[src/rtl/heal_meowth_if.sv]
// Pixel-stream and handshake bundle between the battle FSM (master) and the
// HP-bar heal engine (slave).
interface heal_meowth_if;
  logic       start;
  logic [8:0] heal_amt;
  logic [8:0] hp_in;
  logic       busy;
  logic       done;
  logic [8:0] hp_out;
  logic [8:0] out_x;
  logic [7:0] out_y;
  logic [2:0] colour;
  logic       plot;

  modport master (
    output start, heal_amt, hp_in,
    input  busy, done, hp_out, out_x, out_y, colour, plot
  );

  modport slave (
    input  start, heal_amt, hp_in,
    output busy, done, hp_out, out_x, out_y, colour, plot
  );
endinterface

[src/rtl/heal_meowth.sv]
// Meowth HP-bar heal engine: clamps hp+heal at MAX_HP and streams the added bar
// columns as green pixels. Define HEAL_REVIVE_EN to allow healing from HP 0.
module heal_meowth #(
  parameter logic [8:0] MAX_HP = 9'd120,
  parameter logic [8:0] X_LEFT = 9'd184,
  parameter logic [7:0] Y_TOP  = 8'd119,
  parameter logic [2:0] BAR_H  = 3'd4,
  parameter logic [2:0] COLOUR = 3'b010
) (
  input  logic           clock,
  input  logic           reset,
  heal_meowth_if.slave   hm
);

  typedef enum logic [1:0] {IDLE, CALC, DRAW, DONE} state_t;

  state_t     state, next_state;
  logic [8:0] hp_lat, amt_lat, new_hp, hp_out;
  logic [8:0] old_c, new_c;
  logic [9:0] sum_c;
  logic [8:0] out_x;
  logic [7:0] out_y;
  logic [7:0] y_bot;
  logic       last_px;

  assign y_bot = Y_TOP + {5'b0, BAR_H} - 8'd1;

  always_comb begin
    old_c = (hp_lat > MAX_HP) ? MAX_HP : hp_lat;
    sum_c = {1'b0, old_c} + {1'b0, amt_lat};
    new_c = (sum_c > {1'b0, MAX_HP}) ? MAX_HP : sum_c[8:0];
`ifndef HEAL_REVIVE_EN
    // A fainted Meowth stays at 0; old_c is already 0 so CALC goes straight to DONE.
    if (hp_lat == '0) new_c = '0;
`endif
  end

  assign last_px = (out_x == X_LEFT + new_hp - 9'd1) && (out_y == y_bot);

  always_ff @(posedge clock or negedge reset) begin
    if (!reset) state <= IDLE;
    else        state <= next_state;
  end

  always_comb begin
    next_state = state;
    unique case (state)
      IDLE: if (hm.start) next_state = CALC;
      CALC: next_state = (new_c == old_c) ? DONE : DRAW;
      DRAW: if (last_px) next_state = DONE;
      DONE: next_state = IDLE;
      default: next_state = IDLE;
    endcase
  end

  always_ff @(posedge clock or negedge reset) begin
    if (!reset) begin
      hp_lat  <= '0;
      amt_lat <= '0;
      new_hp  <= '0;
      out_x   <= '0;
      out_y   <= '0;
      hp_out  <= MAX_HP;
    end else begin
      unique case (state)
        IDLE: if (hm.start) begin
          hp_lat  <= hm.hp_in;
          amt_lat <= hm.heal_amt;
        end
        CALC: begin
          new_hp <= new_c;
          if (new_c == old_c) begin
            hp_out <= new_c;
          end else begin
            out_x <= X_LEFT + old_c;
            out_y <= Y_TOP;
          end
        end
        DRAW: begin
          // y is the inner loop: finish a column before stepping x.
          if (last_px) begin
            hp_out <= new_hp;
          end else if (out_y == y_bot) begin
            out_y <= Y_TOP;
            out_x <= out_x + 9'd1;
          end else begin
            out_y <= out_y + 8'd1;
          end
        end
        default: ;
      endcase
    end
  end

  assign hm.busy   = (state != IDLE);
  assign hm.done   = (state == DONE);
  assign hm.plot   = (state == DRAW);
  assign hm.colour = (state == DRAW) ? COLOUR : '0;
  assign hm.out_x  = out_x;
  assign hm.out_y  = out_y;
  assign hm.hp_out = hp_out;

endmodule

[src/flat_wrapper.sv]
// flat-port wrapper written by rule: the top's interface ports become plain ports
module heal_meowth_flat 
#(
  parameter logic [8:0] MAX_HP = 9'd120,
  parameter logic [8:0] X_LEFT = 9'd184,
  parameter logic [7:0] Y_TOP  = 8'd119,
  parameter logic [2:0] BAR_H  = 3'd4,
  parameter logic [2:0] COLOUR = 3'b010
)
  (clock, reset, hm_start, hm_heal_amt, hm_hp_in, hm_busy, hm_done, hm_hp_out, hm_out_x, hm_out_y, hm_colour, hm_plot);
  heal_meowth_if hm_i ();
  input  logic clock;
  input  logic reset;
  input wire logic [$bits(hm_i.start)-1:0] hm_start;
  input wire logic [$bits(hm_i.heal_amt)-1:0] hm_heal_amt;
  input wire logic [$bits(hm_i.hp_in)-1:0] hm_hp_in;
  output wire logic [$bits(hm_i.busy)-1:0] hm_busy;
  output wire logic [$bits(hm_i.done)-1:0] hm_done;
  output wire logic [$bits(hm_i.hp_out)-1:0] hm_hp_out;
  output wire logic [$bits(hm_i.out_x)-1:0] hm_out_x;
  output wire logic [$bits(hm_i.out_y)-1:0] hm_out_y;
  output wire logic [$bits(hm_i.colour)-1:0] hm_colour;
  output wire logic [$bits(hm_i.plot)-1:0] hm_plot;
  assign hm_i.start = hm_start;
  assign hm_i.heal_amt = hm_heal_amt;
  assign hm_i.hp_in = hm_hp_in;
  assign hm_busy = hm_i.busy;
  assign hm_done = hm_i.done;
  assign hm_hp_out = hm_i.hp_out;
  assign hm_out_x = hm_i.out_x;
  assign hm_out_y = hm_i.out_y;
  assign hm_colour = hm_i.colour;
  assign hm_plot = hm_i.plot;
  heal_meowth #(.MAX_HP(MAX_HP), .X_LEFT(X_LEFT), .Y_TOP(Y_TOP), .BAR_H(BAR_H), .COLOUR(COLOUR)) u_core (.clock(clock), .reset(reset), .hm(hm_i));
endmodule
[config.mk]
export PLATFORM = sky130hd
export DESIGN_NAME = heal_meowth_flat
export DESIGN_NICKNAME = d
export VERILOG_FILES = /design/src/rtl/heal_meowth_if.sv /design/src/rtl/heal_meowth.sv /design/src/flat_wrapper.sv
export SDC_FILE = /design/constraint.sdc
export NUM_CORES = 1
export LEC_CHECK = 0
export CORE_AREA = 2 2 87 89
export DETAILED_ROUTE_END_ITERATION = 10
export DIE_AREA = 0 0 89 91
export PLACE_DENSITY = 0.79
export SYNTH_ARGS = -nofsm -noshare
export SYNTH_HDL_FRONTEND = slang
export SYNTH_SLANG_ARGS = --single-unit
[constraint.sdc]
create_clock -name clock -period 5.05 [get_ports clock]
set_input_delay 1.01 -clock clock [delete_from_list [all_inputs] [get_ports clock]]
set_output_delay 1.01 -clock clock [all_outputs]
set_load 0.005 [all_outputs]
; ---- Word-level counts from Yosys, hierarchy flattened
; Cells that the tools add are included.
; W data, S select, Z words.
[word_totals]
reg_bits = 55
input_bits = 21
output_inout_bits = 32
wordCells = 56
[op_classes]
addsub = 6
n_lt_le_gt_ge = 2
n_eq_ne = 12
mux = 19
reduce_logical = 10
[ops]
columns = cell, n
row1 = $mux W9, 8
row2 = $pmux W9 S2, 2
row3 = $mux W8, 3
row4 = $add A8 B9 Y9 const A, 2
row5 = $eq A9 B9 Y1, 2
row6 = $pmux W8 S2, 1
row7 = $add A9 B9 Y10, 1
row8 = $gt A10 B7 Y1 const B, 1
row9 = $add A9 B1 Y9 const B, 1
row10 = $gt A9 B7 Y1 const B, 1
row11 = $logic_not A9 Y1, 1
row12 = $sub A9 B1 Y9 const B, 1
row13 = $add A8 B1 Y8 const B, 1
row14 = $eq A8 B7 Y1 const B, 1
row15 = $pmux W2 S4, 1
row16 = $mux W2, 3
row17 = $ne A2 B1 Y1 const B, 3
row18 = $ne A2 B2 Y1 const B, 3
row19 = $reduce_and A3 Y1, 2
row20 = $eq A2 B2 Y1 const B, 2
row21 = $reduce_and A2 Y1, 2
row22 = $reduce_and A4 Y1, 1
row23 = $reduce_bool A2 Y1, 2
row24 = $eq A2 B1 Y1 const B, 1
row25 = other kinds (3), 3

; ---- Logic depth before layout (Yosys ltp)
[logic_depth]
word_depth = 9
depth_mapped = 17
mapped_depth_nobuf = 15

; ---- Worst setup path after synthesis
; Ideal clock, no wire load.
[synth_timing]
path_kind = reg-to-reg
start = reg u_core.hp_lat[0]
end = reg u_core.out_x[7], in the netlist u_core.hm.out_x[7]
setup_time_ps = 82
arrival_ps = 4175
required_ps = 4968
path_slack_ps = 793
path_stages_with_launch = 16
path_buffers = 1
synth_period_minus_slack_ps = 4257
cell_sequence = dfrtp_1 nor3_1 nor2_1 nor2_1 nand2_1 fa_1 and2b_4 o211ai_2 or3b_1 a311oi_2 a2111oi_0 or4_4 and4_4 buf_6 or4_1 a22oi_2
[synth_between]
elab_chain_len = 9
elab_cells_between_ends = 13
classes_between = 2 x add/sub / 2 x order compare / 2 x eq/ne / 5 x mux / 2 x reduce/logical
[synth_lines]
columns = element, line
row1 = "start, declared", heal_meowth.sv:18  ; logic [8:0] hp_lat, amt_lat, new_hp, hp_out;
row2 = "start signal, assigned", heal_meowth.sv:67  ; hp_lat <= hm.hp_in;
row3 = $gt A9 B7 Y1, heal_meowth.sv:29  ; old_c = (hp_lat > MAX_HP) ? MAX_HP : hp_lat;
row4 = $mux W9, heal_meowth.sv:29
row5 = $add A9 B9 Y10, heal_meowth.sv:30  ; sum_c = {1'b0, old_c} + {1'b0, amt_lat};
row6 = $gt A10 B7 Y1, heal_meowth.sv:31  ; new_c = (sum_c > {1'b0, MAX_HP}) ? MAX_HP : sum_c[8:0];
row7 = $mux W9, heal_meowth.sv:31
row8 = $mux W9, heal_meowth.sv:34  ; if (hp_lat == '0) new_c = '0;
row9 = $eq A9 B9 Y1, heal_meowth.sv:72  ; if (new_c == old_c) begin
row10 = $ne A2 B2 Y1 (no source line), n/a
row11 = $reduce_and A4 Y1 (no source line), n/a
row12 = "end signal, assigned", heal_meowth.sv:75  ; out_x <= X_LEFT + old_c;
row13 = "end signal, assigned", heal_meowth.sv:85  ; out_x <= out_x + 9'd1;
row14 = "end, declared", heal_meowth.sv:21  ; logic [8:0] out_x;
; Parallel ways exist; a longest one is shown, timed or not. The select of a mux whose other input is x is not followed.
; A chain may end at the register's enable or synchronous reset.

; ---- Worst setup path in the final report
[layout_timing]
start = reg u_core.hp_lat[0]
end = reg u_core.hp_out[2], in the netlist u_core.hm.hp_out[2]
[layout_between]
elab_chain_len = 9
elab_cells_between_ends = 12
classes_between = 1 x add/sub / 2 x order compare / 2 x eq/ne / 5 x mux / 2 x reduce/logical
[layout_lines]
columns = element, line
row1 = $gt A9 B7 Y1, heal_meowth.sv:29
row2 = $mux W9, heal_meowth.sv:29
row3 = $add A9 B9 Y10, heal_meowth.sv:30
row4 = $gt A10 B7 Y1, heal_meowth.sv:31
row5 = $mux W9, heal_meowth.sv:31
row6 = $mux W9, heal_meowth.sv:34
row7 = $eq A9 B9 Y1, heal_meowth.sv:72
row8 = $ne A2 B1 Y1 (no source line), n/a
row9 = $reduce_and A3 Y1 (no source line), n/a
row10 = "end signal, assigned", heal_meowth.sv:73  ; hp_out <= new_c;
row11 = "end signal, assigned", heal_meowth.sv:82  ; hp_out <= new_hp;
row12 = "end, declared", heal_meowth.sv:18
; Parallel ways exist; a longest one is shown, timed or not. The select of a mux whose other input is x is not followed.

==> qor.csv <==
metric;value;unit
status;completed;
slew_viol_final;0;
max-clock-path-buffers;2;
p_leak;1.90;nW
hold_violations;0;
grt_max_degree;56;
synth_seq_cells;55;
power.ir.vdd_worst;0.433;mV
cts_buffers;5;
drive_gt1_share;9.87;%
timing.setup.tns;0;ns
final_cell_mix;dfrtp_1, clkdlybuf4s50_1, nand2_1, inv_1, nor2_1;
hpwlAfterDp;7000;um
synth_top_area_cell;dfrtp_1;
grt_pass1_wl;15300;um
dieWidth;89;um
track_usage;23.5;%
busiest_layer;met2;
synth_enable_flop_cells;0;
antenna_found_initial;0;
syn_inst;423;
cp.required;5.25;ns
setup_viol;0;
min_path_type;reg2reg;
clock_latency;0.32;ns
path_max_fanout;9;
start_util;54.1;%
hold_path_end;u_core.hm.hp_out[0]$_DFFE_PN0P_;
max_freq;212;MHz
r2r_end;u_core.hm.hp_out[2]$_DFFE_PN0P_;
insertedDiodeCount;0;
drt_pass1_iterations;6;
syn-cell-area;3860;um^2
ys_types;68;
grt_pass1_vias;3198;
finalCriticalPeriod;4.71;ns
use_met3;3.55;%
r2r_slack;0.34;ns
critPathCaptureType;flip-flop;
vias_per_cell;5.90;
worstMarginPinSlew;0.899;ns
cts_tree;done;
post_cts_buffers;0;
drt_iter0_drc;245;
critPathArrivalTime;4.91;ns
grt-ovfl-total;0;
cap_violations;0;
globalRouteMet2Util;36.5;%
vias;3334;
clkTransAtPathRegs;0.09;ns
nets;506;
seq_area_frac_synth;35.8;%
syn_to_final_growth;16.7;%
rsz0062_at_grt;false;
fin_ws;0.340;ns
final_common_cell;dfrtp_1;
io_buffers;50;
critPathLaunchType;flip-flop;
min_period_over_period;93.3;%
clock_skew;0.0198;ns
die_area;8100;um^2
cts_hold_buffers;0;
worstSetupPathType;reg2reg;
rows;31;
total_power;3.32;mW
startpoint;u_core.hp_lat[0]$_DFFE_PN0P_;
hold_start;u_core.hm.hp_out[0]$_DFFE_PN0P_;
synthTopCellsByArea;dfrtp_1, ha_1, mux2_2;
cts-resized-gates;0;
ant_nets;0;
yosysWarnings;0;
cts-root-buf;clkbuf_8;
holdPathStages;1;
num_io_pins;53;
wl_per_cell;16.3;um
place.gp.congestion;0.928;
fp.dieH;91;um
core_region_area;7140;um^2
avgSynthCellArea;9.13;um^2
async_flop_share;100;%
slew_headroom;39.5;%
ctsHtreeMaxLevel;2;
postLayoutCoreUtil;63.2;%
place_ws;0.330;ns
wl;9190;um
synth-main-ff-cell;dfrtp_1;
worstReg2RegStart;u_core.hp_lat[0]$_DFFE_PN0P_;
cts.sinks;55;
design_area;4510;um^2
post_dp_cell_area;4420;um^2
grt_use_met1;33.1;%
powerDensity;736;nW/um^2
synth_top_area_share;33.0;%
drcViolationCount;0;
r2r.worst_path.cells;14;
==> worst max-delay path: stages (launching register included) <==
cell and delay, ns:
dfrtp_1 0.44, nor3_1 0.38, nor2_1 0.13, nor2_1 0.16, nand2_1 0.15, fa_1 0.48
and2b_4 0.28, o211ai_2 0.11, or3b_1 0.42, a311oi_2 0.40, a2111oi_0 0.18, or4_4 0.52
nand4_1 0.19, a21o_1 0.41, mux2_1 0.37
==> cell families after synthesis <==
group           count (synthesis)  share of synthesized area (%)
simple gates                  129                           16.8
compound gates                105                           18.7
flops                          55                           35.8
buf+inv                        50                           5.44
mux                            39                           11.1
xor+xnor                       24                           5.44
fa+ha+maj                      20                           6.67
other cells                     1                         0.0971
==> layer usage <==
metal  part of all wire (%)  vias to the layer above  routed length, um
met4                    1.5                        0                136
met2                     49                      114               4470
met1                     45                     1587               4170
met3                    4.6                       13                421
li1                       -                     1620                  -
met5                      0                        -                  0
==> metrics by stage <==
stage	hold slack (ns)	instances
floorplan	0.486	426
global placement	0.484	557
detailed placement	0.491	557
CTS	0.517	565
global route	0.540	565
finish	0.508	565
==> layout make-up <==
cell class	count	area, um^2
flip-flops and latches	55	1380
clock inverters	2	13.8
multi-input cells	321	2280
repair buffers	55	533
well taps	99	124
inverters	27	101
clock buffers	6	72.6
fillers	623	2630
==> synth_stat cells, drive strengths merged (9+ instances only) <==
library cell,instances
inv,27
a31oi,12
buf,9
nand2,39
clkbuf,14
a21oi,13
dfrtp,51
mux2,30
nor2,25
mux2i,9
xor2,10
o21ai,30
nand3,17
ha,19
xnor2,14
==> registers in the layout, indices dropped and copies added, names as in the netlist <==
| register | flops |
|---|---|
| u_core.hp_lat | 9 |
| u_core.hm.out_x | 9 |
| u_core.amt_lat | 9 |
| u_core.hm.hp_out | 9 |
| u_core.hm.out_y | 8 |
| u_core.state | 2 |
| u_core.new_hp | 9 |
==> report_power, final <==
part           internal, mW  switching [mW]  total [mW]  leakage, nW
clock network        0.0983           0.145       0.244       0.0452
logic                 0.995            1.25        2.25         1.21
registers             0.623           0.206       0.829        0.647
==> how the worst max path moves through the flow <==
stage,to,cells after the start
2_1_floorplan,u_core.hm.out_x[7]$_DFFE_PN0P_,15
3_3_place_gp,u_core.hm.hp_out[2]$_DFFE_PN0P_,14
3_5_place_dp,u_core.hm.hp_out[2]$_DFFE_PN0P_,14
4_1_cts,u_core.hm.hp_out[2]$_DFFE_PN0P_,14
5_1_grt,u_core.hm.hp_out[2]$_DFFE_PN0P_,14
6_report,u_core.hm.hp_out[2]$_DFFE_PN0P_,14
No activity file was read; power rests on OpenSTA's default activity.
